## config.mk

```make
export PLATFORM = sky130hd
export DESIGN_NAME = pipe_stall_ctrl
export DESIGN_NICKNAME = d
export VERILOG_FILES = /design/src/rtl/pipe_stall_ctrl.sv
export SDC_FILE = /design/constraint.sdc
export NUM_CORES = 1
export LEC_CHECK = 0
export CELL_PAD_IN_SITES_DETAIL_PLACEMENT = 1
export CELL_PAD_IN_SITES_GLOBAL_PLACEMENT = 1
export CORE_MARGIN = 4
export CORE_UTILIZATION = 37
export CTS_BUF_LIST = sky130_fd_sc_hd__clkbuf_2
export DETAILED_ROUTE_END_ITERATION = 6
export PLACE_DENSITY_LB_ADDON = 0.1
export REMOVE_ABC_BUFFERS = 1
export SLEW_MARGIN = 20
export SYNTH_ARGS = -nofsm -noshare
export SYNTH_HDL_FRONTEND = slang
export SYNTH_SLANG_ARGS = --single-unit
```

## constraint.sdc

```tcl
create_clock -name clk -period 2.85 [get_ports clk]
set_input_delay 0.57 -clock clk [delete_from_list [all_inputs] [get_ports clk]]
set_output_delay 0.57 -clock clk [all_outputs]
set_load 0.02 [all_outputs]
```

## src/rtl/pipe_stall_ctrl.sv

```systemverilog
// Pipeline hazard scheduler: per-stage stall/flush controls from data-memory waits,
// load-use hazards and taken branches, plus MEM-stage data-access launch and watchdog.
module pipe_stall_ctrl #(
    parameter int LOG_REG_NUM = 5,
    parameter int TIMEOUT     = 255,
    parameter int CNT_W       = 32
) (
    input  logic                   clk,
    input  logic                   rst_n,
    input  logic                   im_busy,
    input  logic                   dm_req,
    input  logic                   dm_done,
    input  logic [LOG_REG_NUM-1:0] id_rs1,
    input  logic [LOG_REG_NUM-1:0] id_rs2,
    input  logic [LOG_REG_NUM-1:0] ex_rd,
    input  logic                   ex_memread,
    input  logic                   branch_taken,
    output logic                   stall_if,
    output logic                   stall_id,
    output logic                   stall_ex,
    output logic                   stall_mem,
    output logic                   stall_wb,
    output logic                   flush_id,
    output logic                   flush_ex,
    output logic                   dm_start,
    output logic                   bus_err,
    output logic [CNT_W-1:0]       stall_cnt
);

    localparam int WD_W = (TIMEOUT > 2) ? $clog2(TIMEOUT) : 1;
    localparam logic [WD_W-1:0] WD_LAST = WD_W'(TIMEOUT - 1);

    typedef enum logic {
        IDLE    = 1'b0,
        DM_WAIT = 1'b1
    } state_t;

    state_t            state_reg, state_next;
    logic [WD_W-1:0]   wd_reg, wd_next;
    logic              bus_err_reg;
    logic [CNT_W-1:0]  stall_cnt_reg;
    logic              mem_busy;
    logic              err_set;
    logic              load_use;
    logic              any_stall;

    always_ff @(posedge clk or negedge rst_n) begin
        if (!rst_n) begin
            state_reg     <= IDLE;
            wd_reg        <= '0;
            bus_err_reg   <= 1'b0;
            stall_cnt_reg <= '0;
        end else begin
            state_reg <= state_next;
            wd_reg    <= wd_next;
            if (err_set)
                bus_err_reg <= 1'b1;
            // Saturate rather than wrap so the counter never under-reports.
            if (any_stall && (stall_cnt_reg != {CNT_W{1'b1}}))
                stall_cnt_reg <= stall_cnt_reg + 1'b1;
        end
    end

    always_comb begin
        state_next = state_reg;
        wd_next    = wd_reg;
        mem_busy   = 1'b0;
        dm_start   = 1'b0;
        err_set    = 1'b0;
        case (state_reg)
            IDLE: begin
                if (dm_req) begin
                    dm_start   = 1'b1;
                    mem_busy   = 1'b1;
                    state_next = DM_WAIT;
                    wd_next    = '0;
                end
            end
            DM_WAIT: begin
                if (dm_done) begin
                    state_next = IDLE;
                end else if (wd_reg == WD_LAST) begin
                    state_next = IDLE;
                    err_set    = 1'b1;
                end else begin
                    mem_busy = 1'b1;
                    wd_next  = wd_reg + 1'b1;
                end
            end
            default: state_next = IDLE;
        endcase
    end

    assign load_use = ex_memread && (ex_rd != '0) &&
                      ((ex_rd == id_rs1) || (ex_rd == id_rs2));

    // Memory wait freezes the whole pipe, so branch/load-use simply persist in EX.
    always_comb begin
        stall_if  = 1'b0;
        stall_id  = 1'b0;
        stall_ex  = 1'b0;
        stall_mem = 1'b0;
        stall_wb  = 1'b0;
        flush_id  = 1'b0;
        flush_ex  = 1'b0;
        if (mem_busy) begin
            stall_if  = 1'b1;
            stall_id  = 1'b1;
            stall_ex  = 1'b1;
            stall_mem = 1'b1;
            stall_wb  = 1'b1;
        end else if (branch_taken) begin
            flush_id = 1'b1;
            flush_ex = 1'b1;
            stall_if = im_busy;
        end else if (load_use) begin
            stall_if = 1'b1;
            stall_id = 1'b1;
            flush_ex = 1'b1;
        end else if (im_busy) begin
            stall_if = 1'b1;
            flush_id = 1'b1;
        end
    end

    assign any_stall = stall_if | stall_id | stall_ex | stall_mem | stall_wb;
    assign bus_err   = bus_err_reg;
    assign stall_cnt = stall_cnt_reg;

endmodule

```

# --- Word level (Yosys, flattened, before mapping) ---
# Cells that the tools add are included.
word_totals:
  n_memories: 0
  inputBits: 22
  latchBits: 0
  rom_bits: 0
  reg_bits: 42
  ramBits: 0
  out_inout_bits: 41
classes:
  add_sub_neg: 2
  multipliers: 0
  reduce_logical: 6
  shift: 0
  n_div: 0
  n_lt_le_gt_ge: 0
  bitwise: 5
  eq_ne: 7
  mux: 25
ops:
  columns: ["cell", "count"]
  rows:
  - ["32-bit by 1-bit adder with 32-bit output, second input constant", 1]
  - ["32-bit inequality test, second input constant", 1]
  - ["8-bit two-way mux", 3]
  - ["1-bit two-way mux", 20]
  - ["8-bit one-hot mux with 2 select lines", 1]
  - ["5-bit == test", 2]
  - ["8-bit by 1-bit adder with 8-bit output, second input constant", 1]
  - ["8-bit == test, second input constant", 1]
  - ["2-bit inequality test, second input constant", 3]
  - ["5-bit nonzero test", 1]
  - ["1-bit bitwise OR", 4]
  - ["1-bit logical AND", 3]
  - ["3-bit AND reduction", 1]
  - ["1-bit one-hot mux with 2 select lines", 1]
  - ["1-bit logical OR", 1]
  - ["1-bit NOT", 1]

# --- Longest topological paths before layout ---
logic_depth:
  depth_word: 11
  mapped_depth: 12
  mapped_depth_nobuf: 11

# --- Worst setup path before layout ---
# No wires, ideal clock.
synth_timing:
  kind: "reg-to-reg"
  start: "reg stall_cnt_reg[0] (netlist: stall_cnt[0])"
  end: "reg stall_cnt_reg[1] (netlist: stall_cnt[1])"
  path_slack_ps: 657
  path_stages_with_launch: 8
  path_buffers: 1
  required_ps: 2725
  t_arrival_ps: 2068
  setup_time_ps: 125
  path_cell_list: "dfrtp_1 ha_1 nand3_1 nor4_1 nand4_1 clkbuf_1 nand2_1 mux2_2"
synth_between:
  elab_chain_len: 2
  elab_cells_between_ends: 3
  classes_between: "add/sub (1); eq/ne (1); reduce/logical (1)"
synth_lines:
  columns: ["element", "line", "text"]
  rows:
  - ["start: declaration", "41", "logic [CNT_W-1:0] stall_cnt_reg;"]
  - ["start signal: assignment", "60", "stall_cnt_reg <= stall_cnt_reg + 1'b1;"]
  - ["branches (longest 2 deep; another with 32-bit by 1-bit adder with 32-bit output)", null, null]
# Parallel ways; which one is timed is not known.
# A chain may end at the register's enable or synchronous reset.

# --- Worst setup path in the final report ---
layout_timing:
  start: "in ex_rd[4]"
  end: "out stall_id"
layout_between:
  elab_chain_len: 6
  elab_cells_between_ends: 9
  classes_between: "eq/ne (2); mux (3); reduce/logical (4)"
layout_lines:
  columns: ["element", "line", "text"]
  rows:
  - ["start: declaration", "15", "input logic [LOG_REG_NUM-1:0] ex_rd,"]
  - ["5-bit == test / 5-bit nonzero test (equally long branches)", "95, 94", null]
  - ["1-bit logical OR / 1-bit logical AND (equally long branches)", "95, 94", null]
  - ["1-bit logical AND (*)", "94", "assign load_use = ex_memread && (ex_rd != '0) &&"]
  - ["1-bit two-way mux (*)", "116", "end else if (load_use) begin"]
  - ["1-bit two-way mux (*)", "112", "end else if (branch_taken) begin"]
  - ["1-bit two-way mux (*)", "106", "if (mem_busy) begin"]
  - ["end: declaration", "19", "output logic stall_id,"]
# Every way passes the cells marked *; elsewhere a longest branch is shown, timed or not.

==> flow_metrics.py <==
metrics = {
    "run_status": {
        "run_status": "completed",
    },
    "synth": {
        "synth_top_flop_cell": "dfrtp_1",
        "async_reset_ff_share_pct": 100.0,
        "ys_seq_area_share_pct": 46.80,
        "synth-edff-count": 0,
        "syn_area_per_cell_sq_um": 9.894,
        "yosysMostFrequentCell": "dfrtp_1",
        "synth.distinct_cells": 40,
        "yosys_register_bits": 42,
        "syn_inst": 227,
        "synth_largest_area_cell": "dfrtp_1",
        "synth_top_area_share_pct": 46.80,
        "synth.area.top_cells": "dfrtp_1 (47%), xor2_1 (11%), xnor2_1 (4.7%)",
        "synth_commonest_cells": "dfrtp_1 (42), xor2_1 (29), nand2_1 (27), nor2_1 (16), nand3_1 (15)",
        "ys_warn_count": 0,
        "synth_area_sq_mm": 0.002246,
    },
    "setup_path": {
        "critPathRequiredTime_ps": 2280,
        "crit_chain": "clkdlybuf4s50_1 -> xnor2_1 -> nand3_1 -> o22ai_1 -> buf_4 -> nand2_1 -> nand2_1 -> clkdlybuf4s15_1",
        "critPathMaxStageDelay_ps": 540,
        "crit_top_cell": "nand2_1",
        "critPathBufInv": 3,
        "path_class": "in -> out",
        "r2r-end": "stall_cnt[29]$_DFFE_PN0P_",
        "cp.arrival_ps": 2140,
        "crit_slowest_cell": "clkdlybuf4s50_1",
        "r2r_setup_slack_ps": 590,
        "rr_worst_depth": 7,
        "cp-end-kind": "primary output",
        "worst-path-max-fanout": 3,
        "cp-start-kind": "primary input",
        "worstReg2RegStart": "stall_cnt[0]$_DFFE_PN0P_",
        "path_delay_family": "buffers and inverters",
    },
    "cts": {
        "clock_sinks": 42,
        "cts_buffer_depth": 2,
        "cts_tree": "yes",
        "clk_latency_ps": 430,
        "htreeDepth": 2,
        "clk_pin_slew_worst_paths_ps": 260,
        "numCtsBuffers": 5,
        "hold_buffers": 0,
        "cts_root_buf": "clkbuf_2",
    },
    "final_layout": {
        "fillCellCount": 703,
        "largest_register_ffs": 32,
        "layout.nets": 331,
        "synthToLayoutAreaGrowth_pct": 37.38,
        "antenna_cells": 0,
        "final_cells": 382,
        "drive_gt1_share_pct": 14.33,
    },
    "drt": {
        "met2_length_mm": 2.877,
        "firstDrtPassIters": 4,
        "drt_wl_total_mm": 5.815,
        "vias": 1988,
        "avgRoutedWirePerCell_um": 15.22,
        "top_layer": "met4",
        "drc": 0,
        "viasPerCell": 5.204,
        "wl_met3_um": 295,
        "drt_iter0_markers": 52,
        "met1_length_mm": 2.597,
        "ant_nets": 0,
    },
    "sta": {
        "setup_slack_ps": 143.2,
        "post-route-period-util_pct": 94.98,
        "finalSetupTns_ps": 0,
        "slew_viol_final": 0,
        "maxSlewHeadroom_pct": 63.26,
        "hold_violations": 0,
        "tightest_slew_ps": 551.1,
        "post-route-min-period_ps": 2707,
        "maxClockFrequency_mhz": 369.4,
        "final-setup-viol-count": 0,
        "clock_skew_ps": 27.80,
    },
    "pwr": {
        "peakVddDrop_v": 0.0004436,
        "power.total_uw": 1649,
        "total_leakage_power_uw": 0.001280,
        "powerDensity_mw_per_mm2": 534.4,
    },
    "placement": {
        "portBuffers": 62,
        "post-place-cells": 370,
        "place_ws_ps": -202.4,
        "dp_hpwl_mm": 4.330,
        "routabilityCongestion": 0.7721,
    },
    "die": {
        "die_area_sq_mm": 0.007381,
        "initial_core_util_pct": 37.93,
        "die_w_um": 85.91,
        "top_level_ports": 63,
        "placementRows": 28,
        "chipHeight_um": 85.91,
        "core_sq_mm": 0.005921,
    },
    "grt": {
        "grt_max_degree": 43,
        "gr-usage-all-layers_pct": 16.61,
        "grt_pass1_wl_mm": 9.832,
        "grt_pass1_vias": 2035,
        "antenna_found_initial": 0,
        "grt_remaining_overflow": 0,
    },
    "job": {
        "cap_violations": 0,
    },
    "worst_hold_path": {
        "worstHoldPathType": "in -> async",
    },
}
==> layer usage <==
metal	vias to the layer above	track usage [%]
met1	979	21.39
met2	44	28.10
met4	0	3.453
met5	-	0
met3	5	4.323
li1	960	-
==> report_power, final <==
| group | switching [uW] | total [uW] | internal [uW] | leakage (uW) |
|---|---|---|---|---|
| Combinational | 287 | 571 | 284 | 0.000744 |
| Sequential | 112 | 792 | 681 | 0.000507 |
| Clock | 220 | 285 | 65.2 | 0.0000296 |
==> cells by family (layout without fill, tap and decap cells) <==
logic type	after synthesis	in the layout	synth area share (%)
compound gates	18	18	5.237
xor+xnor	41	41	15.99
fa+ha+maj	3	3	1.671
buf+inv	12	92	2.952
flops	42	42	46.80
mux	2	2	1.003
simple gates	109	109	26.35
==> worst register-to-register path: stages (launching register included) <==
cell	delay, ps
dfrtp_1	490
ha_1	230
nand3_1	180
nor4_1	110
a211o_1	380
or4_4	560
nor2_2	100
xor2_1	150
==> how the worst max path moves through the flow <==
stage	slack, ps	from	cells past startpoint	end
after detailed placement	-200	ex_rd[4]	8	flush_ex
final	140	ex_rd[4]	8	stall_id
after global routing	-8	ex_rd[4]	8	stall_id
after floorplan	-180	wd_reg[0]$_DFFE_PN0P_	11	stall_cnt[1]$_DFFE_PN0P_
after CTS	30	ex_rd[0]	7	stall_if
after global placement	-160	ex_rd[0]	7	stall_if
==> cells in the final DEF, fill, tap and decap left out, types with 3 or more instances in the layout <==
cell type	instances
nor4b_1	5
dlygate4sd2_1	3
nor4_1	7
nor2_1	15
o21ai_0	8
clkbuf_2	8
dfrtp_1	41
ha_1	3
buf_4	18
clkdlybuf4s50_1	54
nor3b_1	3
xnor2_1	12
inv_1	3
nor3_1	9
xor2_1	29
nand4_1	12
nand2_1	27
nand3_1	15
==> final cells by class <==
type,count,area [sq um],area share [%]
multi-input cells,173,1144,37.06
flip-flops and latches,42,1052,34.10
repair buffers,79,726.9,23.56
well taps,75,93.84,3.041
clock buffers,5,25.02,0.8110
clock inverters,3,25.02,0.8110
inverters,5,18.77,0.6083
==> timing repair <==
item,CTS,global route
buffers inserted,1,3
setup endpoints to repair,7,4
gates resized for setup,7,10
pin swaps,0,1
==> stage by stage <==
step | area, sq um | util [%] | hold slack [ps]
3_5_place_dp | 3013 | 50.89 | 446.3
2_1_floorplan | 2198 | - | 274.4
3_3_place_gp | 3013 | 50.89 | 443.8
5_1_grt | 3085 | 52.11 | 80.52
4_1_cts | 3062 | 51.71 | 246.7
6_report | 3085 | 52.11 | 77.48
No activity file was read; power rests on OpenSTA's default activity.
